File: config.mk
export PLATFORM = sky130hd
export DESIGN_NAME = char2numb
export DESIGN_NICKNAME = d
export VERILOG_FILES = /design/src/rtl/char2numb.sv
export SDC_FILE = /design/constraint.sdc
export NUM_CORES = 1
export LEC_CHECK = 0
export CELL_PAD_IN_SITES_DETAIL_PLACEMENT = 0
export CELL_PAD_IN_SITES_GLOBAL_PLACEMENT = 2
export CORE_MARGIN = 2
export CORE_UTILIZATION = 39
export DETAILED_ROUTE_END_ITERATION = 10
export HOLD_SLACK_MARGIN = 0.08
export PLACE_DENSITY_LB_ADDON = 0.1
export SKIP_LAST_GASP = 1
export SYNTH_ARGS = -nofsm -noshare
export SYNTH_HDL_FRONTEND = slang
export SYNTH_SLANG_ARGS = --single-unit
File: constraint.sdc
create_clock -name clk -period 4.7 [get_ports clk]
set_input_delay 0.47 -clock clk [delete_from_list [all_inputs] [get_ports clk]]
set_output_delay 0.47 -clock clk [all_outputs]
set_load 0.01 [all_outputs]
File: src/rtl/char2numb.sv
// Parses a decimal digit stream into an unsigned binary value; a non-digit terminates the number.
// Latency: the result is valid the cycle after the terminator is accepted.
// Backpressure: char_ready stays low while a result waits in HOLD; characters are stalled, never dropped.
module char2numb #(
  parameter int MAX_DIGITS = 4,
  parameter int OUT_W      = 14
) (
  input  logic             clk,
  input  logic             rst_n,
  input  logic             char_valid,
  input  logic [6:0]       char_code,
  output logic             char_ready,
  output logic             numb_valid,
  input  logic             numb_ready,
  output logic [OUT_W-1:0] numb_value,
  output logic [2:0]       numb_len,
  output logic             numb_ovf
);

  localparam logic [6:0] C_0 = 7'h30;
  localparam logic [6:0] C_1 = 7'h31;
  localparam logic [6:0] C_2 = 7'h32;
  localparam logic [6:0] C_3 = 7'h33;
  localparam logic [6:0] C_4 = 7'h34;
  localparam logic [6:0] C_5 = 7'h35;
  localparam logic [6:0] C_6 = 7'h36;
  localparam logic [6:0] C_7 = 7'h37;
  localparam logic [6:0] C_8 = 7'h38;
  localparam logic [6:0] C_9 = 7'h39;

  localparam int         ACC_W   = OUT_W + 4;
  localparam logic [2:0] MAX_CNT = 3'(MAX_DIGITS);

  typedef enum logic [1:0] {
    IDLE  = 2'd0,
    ACCUM = 2'd1,
    HOLD  = 2'd2
  } state_t;

  state_t           state;
  state_t           state_nxt;
  logic [OUT_W-1:0] acc;
  logic [OUT_W-1:0] acc_nxt;
  logic [2:0]       cnt;
  logic             ovf;
  logic             is_dig;
  logic [3:0]       dig;
  logic             char_fire;

  // Digit decode is a per-code compare so the character map can change freely.
  always_comb begin
    is_dig = 1'b1;
    dig    = 4'd0;
    case (char_code)
      C_0:     dig = 4'd0;
      C_1:     dig = 4'd1;
      C_2:     dig = 4'd2;
      C_3:     dig = 4'd3;
      C_4:     dig = 4'd4;
      C_5:     dig = 4'd5;
      C_6:     dig = 4'd6;
      C_7:     dig = 4'd7;
      C_8:     dig = 4'd8;
      C_9:     dig = 4'd9;
      default: is_dig = 1'b0;
    endcase
  end

  // Widened multiply-add; the OUT_W/MAX_DIGITS relation makes the truncation lossless.
  assign acc_nxt   = OUT_W'(ACC_W'(acc) * ACC_W'(10) + ACC_W'(dig));
  assign char_fire = char_valid && char_ready;

  always_ff @(posedge clk or negedge rst_n) begin
    if (!rst_n) state <= IDLE;
    else        state <= state_nxt;
  end

  always_comb begin
    state_nxt  = state;
    char_ready = 1'b0;
    numb_valid = 1'b0;
    case (state)
      IDLE: begin
        char_ready = 1'b1;
        if (char_valid && is_dig) state_nxt = ACCUM;
      end
      ACCUM: begin
        char_ready = 1'b1;
        if (char_valid && !is_dig) state_nxt = HOLD;
      end
      HOLD: begin
        numb_valid = 1'b1;
        if (numb_ready) state_nxt = IDLE;
      end
      default: state_nxt = IDLE;
    endcase
  end

  always_ff @(posedge clk or negedge rst_n) begin
    if (!rst_n) begin
      acc        <= '0;
      cnt        <= '0;
      ovf        <= 1'b0;
      numb_value <= '0;
      numb_len   <= '0;
      numb_ovf   <= 1'b0;
    end else if (char_fire) begin
      case (state)
        IDLE: begin
          if (is_dig) begin
            acc <= OUT_W'(dig);
            cnt <= 3'd1;
            ovf <= 1'b0;
          end
        end
        ACCUM: begin
          if (is_dig) begin
            if (cnt < MAX_CNT) begin
              acc <= acc_nxt;
              cnt <= cnt + 3'd1;
            end else begin
              ovf <= 1'b1;
            end
          end else begin
            numb_value <= acc;
            numb_len   <= cnt;
            numb_ovf   <= ovf;
          end
        end
        default: ;
      endcase
    end
  end

endmodule

==> impl_results.md <==
- Slew Viols, Final: 0
- Via count: 1771
- Initial cell density of the core: 40.7%
- Final net count: roughly 300
- CTS Buf Count: 5
- Clock sink count: 38
- Min-delay worst type: in2async
- Finished Cell Area: 2940 µm²
- Hpwl dp: 3.88 mm
- Vias in the first global route: around 1800
- PD cells: around 260 nW/µm²
- Post-DP Area: 2800 µm²
- Crit path time final: roughly 3.2 ns
- Yosys reg bits: 38
- Post-synth EDFFs: 0
- Vias per cell: around 5.3
- Post-Syn Nets: 262
- Initial antenna violation count: 0
- CP Launch Type: input pin
- CTS tree: built
- Largest net degree at the start of global routing: 39
- CTS resizes: 0
- First-pass GRT wire length: 8.89 mm
- CP Class: in2reg
- Post-synthesis sequential area ratio: 39.0%
- Rel. slew slack: about a third
- Top cells by count, synth: dfrtp_1 (38), nand2_1 (24), ha_1 (23)
- DP Worst Slack: 1.17 ns
- Async S/R FF share, synth: 100%
- Full die area: 6890 µm²
- Core Region: 5990 µm²
- Status: complete, no violations
- Top Ports: 31
- Period utilisation layout: 68.6%
- Final setup violation count: 0
- Die Ht: between 80 and 90 µm
- Synthesis-to-finish area growth: 20.6%
- Clock-pin transition on the worst setup and hold timing paths: 0.07 ns
- Count of TritonRoute iterations in the first routing pass: 4
- Met1 wire length: 2.49 mm
- Reg2Reg Depth: 9
- DIE WIDTH: 83.0 µm
- Wire length after detailed routing: 5.09 mm
- Remaining Overflow, GRT: 0
- Most used DFF post-synth: dfrtp_1
- RSZ-0062 raised after global routing: no
- Initial drt markers: 100
- Synth warnings: 0
- Crit Path Max Fanout: 4
- Achievable Freq: approximately 310 MHz
- Synthesized area: 2440 µm²
- Met3 wire len: 182 µm
- Placer congestion estimate: 0.746
- Most frequent cell after synthesis: dfrtp_1
- Antenna Diode Count: 0
- Synth area leader: dfrtp_1
- Share of cells above drive strength 1: roughly 16%
- Post-route DRC: 0
- Worst slew pin tran: 0.991 ns
- Arrival time worst endpoint: 3.38 ns
- DR WL met2: 2.38 mm
- Post-DRT Antenna Nets: 0
- Power Total: 0.761 mW
- Number of library cell types mapped by synthesis: 51
- Hold-fix buffers, CTS: 0
- Deepest clock path buffer count: 2
- Post-CTS Setup Bufs: 0
- Port Buffers: 30
- Clock Skew: 0.00478 ns
- Maxcap violations: 0
- WP data required: 4.86 ns
- Row cnt: 28
- GRT Util Overall: 15.8%
- Root Buffer: clkbuf_8
- Leading post-synthesis cells by cell area: dfrtp_1 (39%), ha_1 (12%), mux2_2 (8.3%)
- Synth top area share: around two fifths
- Top Metal Used: met4
- Clk_lat worst skew: 0.29 ns
- Max VDD drop: 0.195 mV
- Setup TNS: 0 ns
- Setup crit end kind: register
- Post-Syn Instances: between 200 and 250
- CTS HTree Levels: 2
- WL per Instance: 15.2 µm
- Mean cell area of the mapped netlist: between 10 and 15 µm²
- Setup ws final: 1.48 ns
- Hold Fails Final Rpt: 0
- Leakage: 1.41 nW
## path summary, 6_finish.rpt
path	start	slack (ns)	end
max	char_code[6]	1.48	acc[13]
min	rst_n	0.29	numb_value[11]
max reg2reg	acc[1]	1.50	acc[12]
min reg2reg	numb_len[2]	0.51	numb_len[2]
max in group asynchronous	rst_n	3.87	acc[3]
min in group clk	numb_len[2]	0.51	numb_len[2]
## metal layers
layer,up-vias,track usage [%]
met1,845,22.4
met2,34,24.9
met5,-,0
met3,4,3.38
li1,888,-
met4,0,3.58
## cells by family (layout without fill, tap and decap cells)
| family | after synthesis | after routing | synth area share [%] |
|---|---|---|---|
| AO/OA/AOI/OAI | 46 | 46 | 13.3 |
| XOR/XNOR | 14 | 14 | 5.60 |
| adder cells (fa/ha/maj) | 25 | 25 | 13.5 |
| buffers and inverters | 11 | 45 | 2.31 |
| flip-flops | 38 | 38 | 39.0 |
| multiplexers | 22 | 22 | 9.96 |
| AND/OR/NAND/NOR | 70 | 70 | 16.3 |
## cell type report
type | count | area, µm²
sequential | 38 | 951
multi-input combinational | 177 | 1430
clock inverter | 2 | 60.1
fill | 558 | 3050
timing repair buffer | 30 | 295
inverter | 7 | 26.3
clock buffer | 6 | 82.6
tap | 75 | 93.8
## layout by cell type, fill, tap and decap left out, types with 2 or more instances in the layout
cell type | netlist | routed
nand4_1 | 2 | 2
a22o_1 | 2 | 2
nand4_2 | 2 | 2
a21o_1 | 5 | 5
a21oi_1 | 9 | 9
inv_1 | 7 | 7
dfrtp_1 | 38 | 38
clkdlybuf4s50_1 | 0 | 29
nand3_1 | 3 | 3
xnor2_1 | 5 | 5
xor2_1 | 8 | 8
and2_1 | 2 | 2
clkbuf_8 | 0 | 6
nor3b_1 | 3 | 3
mux2i_1 | 4 | 4
fa_1 | 2 | 2
a31oi_1 | 2 | 2
o211ai_1 | 3 | 3
nor2_1 | 11 | 11
mux2_2 | 18 | 18
and3b_2 | 2 | 2
nor3_1 | 6 | 6
nor2b_1 | 3 | 3
bufinv_16 | 0 | 2
nand2_1 | 24 | 24
ha_1 | 23 | 23
o21ai_0 | 14 | 14
## sequential cells by signal, summed over array words and instances (netlist names)
| signal | flops |
|---|---|
| acc | 14 |
| numb_value | 14 |
| cnt | 3 |
| numb_len | 3 |
| state | 2 |
| numb_ovf | 1 |
| ovf | 1 |
## worst max-delay path: stages
cell             delay [ns]
clkdlybuf4s50_1        0.39
nand3b_1               0.25
nor2_1                 0.17
and2_1                 0.17
ha_1                   0.18
inv_1                  0.06
fa_1                   0.40
nor2b_1                0.16
o2111ai_1              0.17
nor3b_1                0.31
nand4_1                0.19
o311ai_0               0.33
o211ai_1               0.14
## power by group
| part | leakage [nW] | switching (mW) | internal (mW) |
|---|---|---|---|
| Sequential | 0.525 | 0.0112 | 0.339 |
| Combinational | 0.815 | 0.0311 | 0.0355 |
| Clock | 0.0714 | 0.118 | 0.226 |
## stage by stage
| stage | instances | hold WS [ns] | utilization (%) |
|---|---|---|---|
| finish | 335 | 0.290 | 49.0 |
| global placement | 327 | 0.479 | 46.7 |
| CTS | 335 | 0.320 | 49.0 |
| global route | 335 | 0.347 | 49.0 |
| floorplan | 226 | 0.174 | - |
| detailed placement | 327 | 0.492 | 46.7 |
Note: power is estimated with default switching activity, not from simulation.
